--- config.mk ---
export PLATFORM = sky130hd
export DESIGN_NAME = d16_wb_arbiter_flat
export DESIGN_NICKNAME = d
export VERILOG_FILES = /design/src/rtl/d16_bus_pkg.sv /design/src/rtl/d16_wb_arbiter_if.sv /design/src/rtl/d16_arb_timeout.sv /design/src/rtl/d16_wb_arbiter.sv /design/src/flat_wrapper.sv
export SDC_FILE = /design/constraint.sdc
export NUM_CORES = 1
export LEC_CHECK = 0
export ABC_AREA = 1
export CAP_MARGIN = 20
export CORE_UTILIZATION = 23
export DETAILED_ROUTE_END_ITERATION = 10
export GPL_ROUTABILITY_DRIVEN = 0
export GPL_TIMING_DRIVEN = 1
export PLACE_DENSITY = 0.85
export SYNTH_ARGS = -nofsm -noshare
export SYNTH_HDL_FRONTEND = slang
export SYNTH_SLANG_ARGS = --single-unit
--- constraint.sdc ---
create_clock -name i_clk -period 1.5 [get_ports i_clk]
set_input_delay 0.3 -clock i_clk [delete_from_list [all_inputs] [get_ports i_clk]]
set_output_delay 0.3 -clock i_clk [all_outputs]
set_load 0.02 [all_outputs]
--- src/rtl/d16_bus_pkg.sv ---
// Shared types for the d16 Wishbone arbiter: FSM state encoding, master indices, bus widths.
package d16_bus_pkg;

    localparam int D16_AW = 16;
    localparam int D16_DW = 16;

    typedef enum logic [1:0] {
        IDLE = 2'd0,
        GNT0 = 2'd1,
        GNT1 = 2'd2
    } arb_state_e;

    typedef enum logic {
        M0 = 1'b0,
        M1 = 1'b1
    } master_e;

    function automatic arb_state_e gnt_state(input master_e m);
        return (m == M0) ? GNT0 : GNT1;
    endfunction

endpackage

--- src/rtl/d16_wb_arbiter_if.sv ---
// One Wishbone link (master <-> slave). The arbiter uses one per master and one toward the slave.
interface d16_wb_arbiter_if #(
    parameter int AW = 16,
    parameter int DW = 16
);
    logic          cyc;
    logic          stb;
    logic          we;
    logic [AW-1:0] addr;
    logic [DW-1:0] dat_w;
    logic [DW-1:0] dat_r;
    logic          ack;
    logic          stall;
    logic          err;

    modport master (output cyc, stb, we, addr, dat_w,
                    input  dat_r, ack, stall, err);

    modport slave  (input  cyc, stb, we, addr, dat_w,
                    output dat_r, ack, stall, err);
endinterface

--- src/rtl/d16_arb_timeout.sv ---
// Ack watchdog for the arbiter: counts granted strobe cycles without ack and flags the TIMEOUT-th one.
module d16_arb_timeout #(
    parameter int TIMEOUT = 15
) (
    input  logic i_clk,
    input  logic i_reset,
    input  logic i_clr,
    input  logic i_inc,
    output logic o_expire
);
    localparam logic [7:0] LIMIT = 8'(TIMEOUT - 1);

    logic [7:0] cnt_q, cnt_d;

    // NOTE: every combinational output gets a default first so no latch is inferred.
    always_comb begin
        cnt_d = cnt_q;
        if (i_clr)
            cnt_d = '0;
        else if (i_inc)
            cnt_d = cnt_q + 8'd1;
    end

    // Fires during the stall cycle that brings the count up to TIMEOUT.
    assign o_expire = i_inc && (cnt_q == LIMIT);

    // NOTE: sequential state uses non-blocking assignments only.
    always_ff @(posedge i_clk) begin
        if (i_reset)
            cnt_q <= '0;
        else
            cnt_q <= cnt_d;
    end
endmodule

--- src/rtl/d16_wb_arbiter.sv ---
// Two-master / one-slave Wishbone arbiter for the d16 bus, round-robin on ties, grant held for the cyc.
// Optional ack watchdog enabled with `define D16_ARB_TIMEOUT_EN.
module d16_wb_arbiter
    import d16_bus_pkg::*;
#(
    parameter int AW      = D16_AW,
    parameter int DW      = D16_DW,
    parameter int TIMEOUT = 15
) (
    input  logic                  i_clk,
    input  logic                  i_reset,
    d16_wb_arbiter_if.slave       m0_bus,
    d16_wb_arbiter_if.slave       m1_bus,
    d16_wb_arbiter_if.master      s_bus
);
    if ((TIMEOUT < 1) || (TIMEOUT > 255)) begin : g_bad_timeout
        $error("d16_wb_arbiter: TIMEOUT must be in 1..255");
    end

    arb_state_e state_q, state_d;
    master_e    last_q, last_d;

    master_e       sel;
    logic          granted;
    logic          own_cyc, own_stb, own_we;
    logic [AW-1:0] own_addr;
    logic [DW-1:0] own_dat;
    logic          fwd_ack;
    logic          expire;

    // Reset overrides the state so the slave cycle drops in the same cycle reset is seen.
    assign granted = !i_reset && (state_q != IDLE);
    assign sel     = (state_q == GNT1) ? M1 : M0;

    always_comb begin
        own_cyc  = m0_bus.cyc;
        own_stb  = m0_bus.stb;
        own_we   = m0_bus.we;
        own_addr = m0_bus.addr;
        own_dat  = m0_bus.dat_w;
        if (sel == M1) begin
            own_cyc  = m1_bus.cyc;
            own_stb  = m1_bus.stb;
            own_we   = m1_bus.we;
            own_addr = m1_bus.addr;
            own_dat  = m1_bus.dat_w;
        end
    end

    // Slave acks count only against the granted master's live strobe.
    assign fwd_ack = granted && own_cyc && own_stb && s_bus.ack;

`ifdef D16_ARB_TIMEOUT_EN
    d16_arb_timeout #(
        .TIMEOUT (TIMEOUT)
    ) u_timeout (
        .i_clk    (i_clk),
        .i_reset  (i_reset),
        .i_clr    (!granted || fwd_ack),
        .i_inc    (granted && own_cyc && own_stb && !s_bus.ack),
        .o_expire (expire)
    );
`else
    assign expire = 1'b0;
`endif

    always_comb begin
        state_d = state_q;
        last_d  = last_q;
        case (state_q)
            IDLE: begin
                if (m0_bus.cyc && m1_bus.cyc) begin
                    last_d  = (last_q == M0) ? M1 : M0;
                    state_d = gnt_state(last_d);
                end else if (m0_bus.cyc) begin
                    last_d  = M0;
                    state_d = GNT0;
                end else if (m1_bus.cyc) begin
                    last_d  = M1;
                    state_d = GNT1;
                end
            end
            GNT0, GNT1: begin
                if (!own_cyc || expire)
                    state_d = IDLE;
            end
            default: state_d = IDLE;
        endcase
    end

    always_ff @(posedge i_clk) begin
        if (i_reset) begin
            state_q <= IDLE;
            last_q  <= M1;
        end else begin
            state_q <= state_d;
            last_q  <= last_d;
        end
    end

    assign s_bus.cyc   = granted && own_cyc && !expire;
    assign s_bus.stb   = granted && own_stb && !expire;
    assign s_bus.we    = granted && own_we;
    assign s_bus.addr  = granted ? own_addr : '0;
    assign s_bus.dat_w = granted ? own_dat  : '0;

    assign m0_bus.ack   = fwd_ack && (sel == M0);
    assign m1_bus.ack   = fwd_ack && (sel == M1);
    assign m0_bus.err   = expire && (sel == M0);
    assign m1_bus.err   = expire && (sel == M1);
    assign m0_bus.stall = m0_bus.cyc && !(granted && (sel == M0));
    assign m1_bus.stall = m1_bus.cyc && !(granted && (sel == M1));
    assign m0_bus.dat_r = s_bus.dat_r;
    assign m1_bus.dat_r = s_bus.dat_r;
endmodule
--- src/flat_wrapper.sv ---
// flat-port wrapper written by rule: the top's interface ports become plain ports
module d16_wb_arbiter_flat import d16_bus_pkg::*;
#(
    parameter int AW      = D16_AW,
    parameter int DW      = D16_DW,
    parameter int TIMEOUT = 15
)
  (i_clk, i_reset, m0_bus_cyc, m0_bus_stb, m0_bus_we, m0_bus_addr, m0_bus_dat_w, m0_bus_dat_r, m0_bus_ack, m0_bus_stall, m0_bus_err, m1_bus_cyc, m1_bus_stb, m1_bus_we, m1_bus_addr, m1_bus_dat_w, m1_bus_dat_r, m1_bus_ack, m1_bus_stall, m1_bus_err, s_bus_cyc, s_bus_stb, s_bus_we, s_bus_addr, s_bus_dat_w, s_bus_dat_r, s_bus_ack, s_bus_stall, s_bus_err);
  d16_wb_arbiter_if #(.AW(AW), .DW(DW)) m0_bus_i ();
  d16_wb_arbiter_if #(.AW(AW), .DW(DW)) m1_bus_i ();
  d16_wb_arbiter_if #(.AW(AW), .DW(DW)) s_bus_i ();
  input  logic i_clk;
  input  logic i_reset;
  input wire logic [$bits(m0_bus_i.cyc)-1:0] m0_bus_cyc;
  input wire logic [$bits(m0_bus_i.stb)-1:0] m0_bus_stb;
  input wire logic [$bits(m0_bus_i.we)-1:0] m0_bus_we;
  input wire logic [$bits(m0_bus_i.addr)-1:0] m0_bus_addr;
  input wire logic [$bits(m0_bus_i.dat_w)-1:0] m0_bus_dat_w;
  output wire logic [$bits(m0_bus_i.dat_r)-1:0] m0_bus_dat_r;
  output wire logic [$bits(m0_bus_i.ack)-1:0] m0_bus_ack;
  output wire logic [$bits(m0_bus_i.stall)-1:0] m0_bus_stall;
  output wire logic [$bits(m0_bus_i.err)-1:0] m0_bus_err;
  input wire logic [$bits(m1_bus_i.cyc)-1:0] m1_bus_cyc;
  input wire logic [$bits(m1_bus_i.stb)-1:0] m1_bus_stb;
  input wire logic [$bits(m1_bus_i.we)-1:0] m1_bus_we;
  input wire logic [$bits(m1_bus_i.addr)-1:0] m1_bus_addr;
  input wire logic [$bits(m1_bus_i.dat_w)-1:0] m1_bus_dat_w;
  output wire logic [$bits(m1_bus_i.dat_r)-1:0] m1_bus_dat_r;
  output wire logic [$bits(m1_bus_i.ack)-1:0] m1_bus_ack;
  output wire logic [$bits(m1_bus_i.stall)-1:0] m1_bus_stall;
  output wire logic [$bits(m1_bus_i.err)-1:0] m1_bus_err;
  output wire logic [$bits(s_bus_i.cyc)-1:0] s_bus_cyc;
  output wire logic [$bits(s_bus_i.stb)-1:0] s_bus_stb;
  output wire logic [$bits(s_bus_i.we)-1:0] s_bus_we;
  output wire logic [$bits(s_bus_i.addr)-1:0] s_bus_addr;
  output wire logic [$bits(s_bus_i.dat_w)-1:0] s_bus_dat_w;
  input wire logic [$bits(s_bus_i.dat_r)-1:0] s_bus_dat_r;
  input wire logic [$bits(s_bus_i.ack)-1:0] s_bus_ack;
  input wire logic [$bits(s_bus_i.stall)-1:0] s_bus_stall;
  input wire logic [$bits(s_bus_i.err)-1:0] s_bus_err;
  assign m0_bus_i.cyc = m0_bus_cyc;
  assign m0_bus_i.stb = m0_bus_stb;
  assign m0_bus_i.we = m0_bus_we;
  assign m0_bus_i.addr = m0_bus_addr;
  assign m0_bus_i.dat_w = m0_bus_dat_w;
  assign m0_bus_dat_r = m0_bus_i.dat_r;
  assign m0_bus_ack = m0_bus_i.ack;
  assign m0_bus_stall = m0_bus_i.stall;
  assign m0_bus_err = m0_bus_i.err;
  assign m1_bus_i.cyc = m1_bus_cyc;
  assign m1_bus_i.stb = m1_bus_stb;
  assign m1_bus_i.we = m1_bus_we;
  assign m1_bus_i.addr = m1_bus_addr;
  assign m1_bus_i.dat_w = m1_bus_dat_w;
  assign m1_bus_dat_r = m1_bus_i.dat_r;
  assign m1_bus_ack = m1_bus_i.ack;
  assign m1_bus_stall = m1_bus_i.stall;
  assign m1_bus_err = m1_bus_i.err;
  assign s_bus_cyc = s_bus_i.cyc;
  assign s_bus_stb = s_bus_i.stb;
  assign s_bus_we = s_bus_i.we;
  assign s_bus_addr = s_bus_i.addr;
  assign s_bus_dat_w = s_bus_i.dat_w;
  assign s_bus_i.dat_r = s_bus_dat_r;
  assign s_bus_i.ack = s_bus_ack;
  assign s_bus_i.stall = s_bus_stall;
  assign s_bus_i.err = s_bus_err;
  d16_wb_arbiter #(.AW(AW), .DW(DW), .TIMEOUT(TIMEOUT)) u_core (.i_clk(i_clk), .i_reset(i_reset), .m0_bus(m0_bus_i), .m1_bus(m1_bus_i), .s_bus(s_bus_i));
endmodule
* After elaboration in Yosys (flattened, before gate mapping)
Cells that the tools add are included.
** Word-level totals
- Register bits :: 3
- Input bits :: 91
- Output and inout bits :: 73
- Word-level logic and storage cells :: 47
** Cells by class
- Equal/unequal tests :: 4
- Muxes and demuxes :: 18
- Bitwise operators :: 1
- Reductions and logical operators :: 22
** Operator list (count)
- $mux W16 :: 4
- $logic_and A1 B1 Y1 :: 13
- $mux W2 :: 5
- $mux W1 :: 8
- $ne A4 B3 Y1 const B :: 1
- $pmux W2 S2 :: 1
- $reduce_and A2 Y1 :: 2
- $logic_not A1 Y1 :: 3
- $reduce_bool A3 Y1 :: 1
- $eq A2 B1 Y1 const B :: 1
- $eq A2 B2 Y1 const B :: 1
- $logic_not A2 Y1 :: 1
- $ne A2 B2 Y1 const B :: 1
- $reduce_bool A2 Y1 :: 1
- $reduce_or A2 Y1 :: 1
- $not A1 Y1 :: 1

* Logic depth before layout (Yosys ltp)
- Word-level depth :: 7
- Depth in mapped cells :: 8
- Depth with buffers taken out :: 8

* Least setup slack after synthesis
OpenSTA, ideal clock, no wires.
- Kind :: reg-to-output
- From :: register u_core.state_q[0]
- To :: output m0_bus_ack
- Arrival :: 1.420 ns
- Data required time :: 1.200 ns
- Setup slack :: -0.220 ns
- Stages on the path, launching flop included :: 9
- Buffers on the path :: 1
- Cell sequence :: dfxtp_1 > inv_1 > ha_1 > buf_6 > inv_6 > nand2_2 > a21oi_4 > nand3_2 > nor2_1
** Between the ends
- Cells in the longest elaborated chain, start to end :: 7
- Elaborated cells on any way between the ends :: 11
- Those cells by class :: eq/ne (1); mux (3); bitwise (1); reduce/logical (6)
** Ends and longest elaborated chain
- start, declared :: line d16_wb_arbiter.sv:20 : arb_state_e state_q, state_d;
- start signal, assigned :: line d16_wb_arbiter.sv:96 : state_q <= state_d;
- $eq A2 B2 Y1 :: line d16_wb_arbiter.sv:33 : assign sel = (state_q == GNT1) ? M1 : M0;
- $mux W1 :: line d16_wb_arbiter.sv:33
- $mux W1 :: line d16_wb_arbiter.sv:41 : if (sel == M1) begin
- $logic_and A1 B1 Y1 (3 in series) :: line d16_wb_arbiter.sv:51 : assign fwd_ack = granted && own_cyc && own_stb && s_bus.ack;
- $logic_and A1 B1 Y1 (*) :: line d16_wb_arbiter.sv:107 : assign m0_bus.ack = fwd_ack && (sel == M0);
- end, declared :: line flat_wrapper.sv:20 : output wire logic [$bits(m0_bus_i.ack)-1:0] m0_bus_ack;
Mark *: on every way between the ends. The rest lies on a longest branch, timed or not.

* Worst setup path in the final report
- From :: register u_core.state_q[0]
- To :: output m1_bus_ack
** Between the ends
- Cells in the longest elaborated chain, start to end :: 7
- Elaborated cells on any way between the ends :: 10
- Those cells by class :: eq/ne (1); mux (3); reduce/logical (6)
** Ends and longest elaborated chain
- $eq A2 B2 Y1 :: line d16_wb_arbiter.sv:33
- $mux W1 :: line d16_wb_arbiter.sv:33
- $mux W1 :: line d16_wb_arbiter.sv:41
- $logic_and A1 B1 Y1 (3 in series) :: line d16_wb_arbiter.sv:51
- $logic_and A1 B1 Y1 (*) :: line d16_wb_arbiter.sv:108 : assign m1_bus.ack = fwd_ack && (sel == M1);
- end, declared :: line flat_wrapper.sv:29 : output wire logic [$bits(m1_bus_i.ack)-1:0] m1_bus_ack;
Marks and branches as above.

==> reports/metrics.cfg <==
[logic_synthesis]
ys_seq_elements=3
syn_inst=190
seq_area_frac_synth_pct=5.82
netlist.area_leader.share_pct=27.6
ys_types=17
syn_area_per_cell_um2=5.43
synthTopCellsByArea=buf_4, nand2_1, a21oi_1
yosysTopAreaCell=buf_4
yosysWarningCount=0
synthesis.area_um2=1030

[status]
status=finished with violations
violations=negative setup slack

[critical_path]
required_ns=1.20
path_cells=inv_4 > ha_4 > inv_8 > nand2_4 > a21oi_4 > nand3_4 > nor2_4 > buf_6
critPathBufInv=3
critPathLaunchType=register
slowest_delay_ns=0.34
critPathKind=reg2out
path_delay_family=flip-flops
slowest_stage=dfxtp_2
cp_max_fo=4
cp.arrival_ns=1.44
end_kind=output port

[die]
ios=164
rows=23
die_area_um2=4760
die_h_um=69.0
die_w_um=69.0
coreArea_um2=4140
initial_utilization_pct=24.9

[cells_and_area]
layout_common_cells=nand2_1, clkdlybuf4s50_1, buf_4
antenna_cells=0
final_common_cell=nand2_1
drive_above_1_share_pct=38.3
layout.cells.non_filler=324
fillers=384
area_delta_synth_final_pct=119
seq_area_um2=65.1
layout.nets=369
multi_input_area_um2=800

[routing]
first_pass_iters=4
wire_per_inst_um=13.4
drt_wl_total_um=4350
ant_nets=0
post-route-drc-count=0
detail_route.vias_per_cell=4.50
drt-initial-drc-count=30
vias=1459

[run]
maxCapViolCount=0

[timing]
drv_slew=0
finalHoldViolations=0
worst_slack_ns=-0.235
post-route-min-period_ns=1.74
fmax_mhz=576
finalSetupViolCount=39
rsz0062_at_grt=yes
period_share_pct=116
timing.hold.ws_ns=0.477
fin_setup_tns_ns=-7.23
skew_ns=0.00139

[power]
leakagePower_nw=0.962
finalPower_mw=1.40
peakVddDrop_mv=0.666
power_density_nw_per_um2=620

[clocking]
cts_made_buffers=3
clkSinkCount=3
cts_tree=done
cts.clk_slew.worst_paths_ns=0.03
htreeDepth=1
root_buffer=clkbuf_8
insertion_delay_ns=0.21
max-clock-path-buffers=2

[placement]
portBuffers=111
pre_cts_slack_ns=-0.726
dp.cells=317
hpwl_um=3190

[global_routing]
grt_max_degree=34
grt_pass1_wl_um=5350
grt.overflow.total=0
first_global_vias=1190
grt_use_total_pct=14.8
antenna_found_initial=0

[worst_hold_path]
hold_path_class=reg2reg

Yosys cell counts, drive strengths merged:
library cell / count
nand3: 5
dfxtp: 3
and2: 1
buf: 44
o21ai: 2
nor2: 7
a21oi: 38
nand2: 76
inv: 10
ha: 3
conb: 1
flip-flops by register name (all words and copies together) (netlist names):
register and count:
u_core.state_q 2, u_core.last_q 1
timing repair:
action	in CTS	in global routing
cloned	0	1
endpoints found under the setup margin	39	39
resized for setup	214	21
pin swaps	5	0
setup buffers	1	1
hold buffers	0	0
report_power, final:
group	internal (mW)	total, mW	leakage [nW]	switching [mW]
clock	0.181	0.231	0.0228	0.0498
combinational	0.523	1.06	0.913	0.535
sequential	0.0949	0.110	0.0259	0.0146
total	0.798	1.40	0.962	0.600
cells by family after synthesis:
group | share of synthesized area [%]
buf+inv | 35.3
other cells | 0.363
simple gates | 34.4
fa+ha+maj | 3.64
flops | 5.82
compound gates | 20.5
per-stage QoR:
step | utilization [%] | instance area [µm²]
6_report | 54.4 | 2260
5_1_grt | 54.4 | 2260
4_1_cts | 51.8 | 2150
3_5_place_dp | 50.7 | 2100
3_3_place_gp | 50.7 | 2100
2_1_floorplan | - | 1130
per-layer routing:
| metal | wire length, µm | share of wire, % | global-route usage [%] | vias up |
|---|---|---|---|---|
| met3 | 524 | 12 | 5.59 | 2 |
| li1 | - | - | - | 730 |
| met5 | 0 | 0 | 0 | - |
| met1 | 1550 | 36 | 14.5 | 632 |
| met2 | 2260 | 52 | 29.7 | 95 |
| met4 | 11 | 0.25 | 1.53 | 0 |
layout make-up:
| cell class | count | share of cell area (%) |
|---|---|---|
| multi-input cells | 134 | 35.4 |
| repair buffers | 123 | 54.5 |
| flip-flops and latches | 3 | 2.88 |
| well taps | 50 | 2.77 |
| clock buffers | 4 | 2.00 |
| inverters | 10 | 2.44 |
path summary, 6_finish.rpt:
kind	startpoint	slack, ns	end	cells after the start
setup / recovery	u_core.state_q[0]	-0.24	m1_bus_ack	8
hold / removal	u_core.state_q[0]	0.48	u_core.state_q[0]	2
setup reg to reg	u_core.state_q[0]	0.28	u_core.state_q[1]	8
hold reg to reg	u_core.state_q[0]	0.48	u_core.state_q[0]	2
worst register-to-register path: cells and delay by family, from the launching register on:
kind,cells,cell delay (ns)
AOI/OAI and AO/OA,1,0.13
and+or+nand+nor,4,0.36
adders and majority gates,1,0.21
DFF,1,0.32
buffers and inverters,2,0.12
Power figures use the tool's default switching activity.
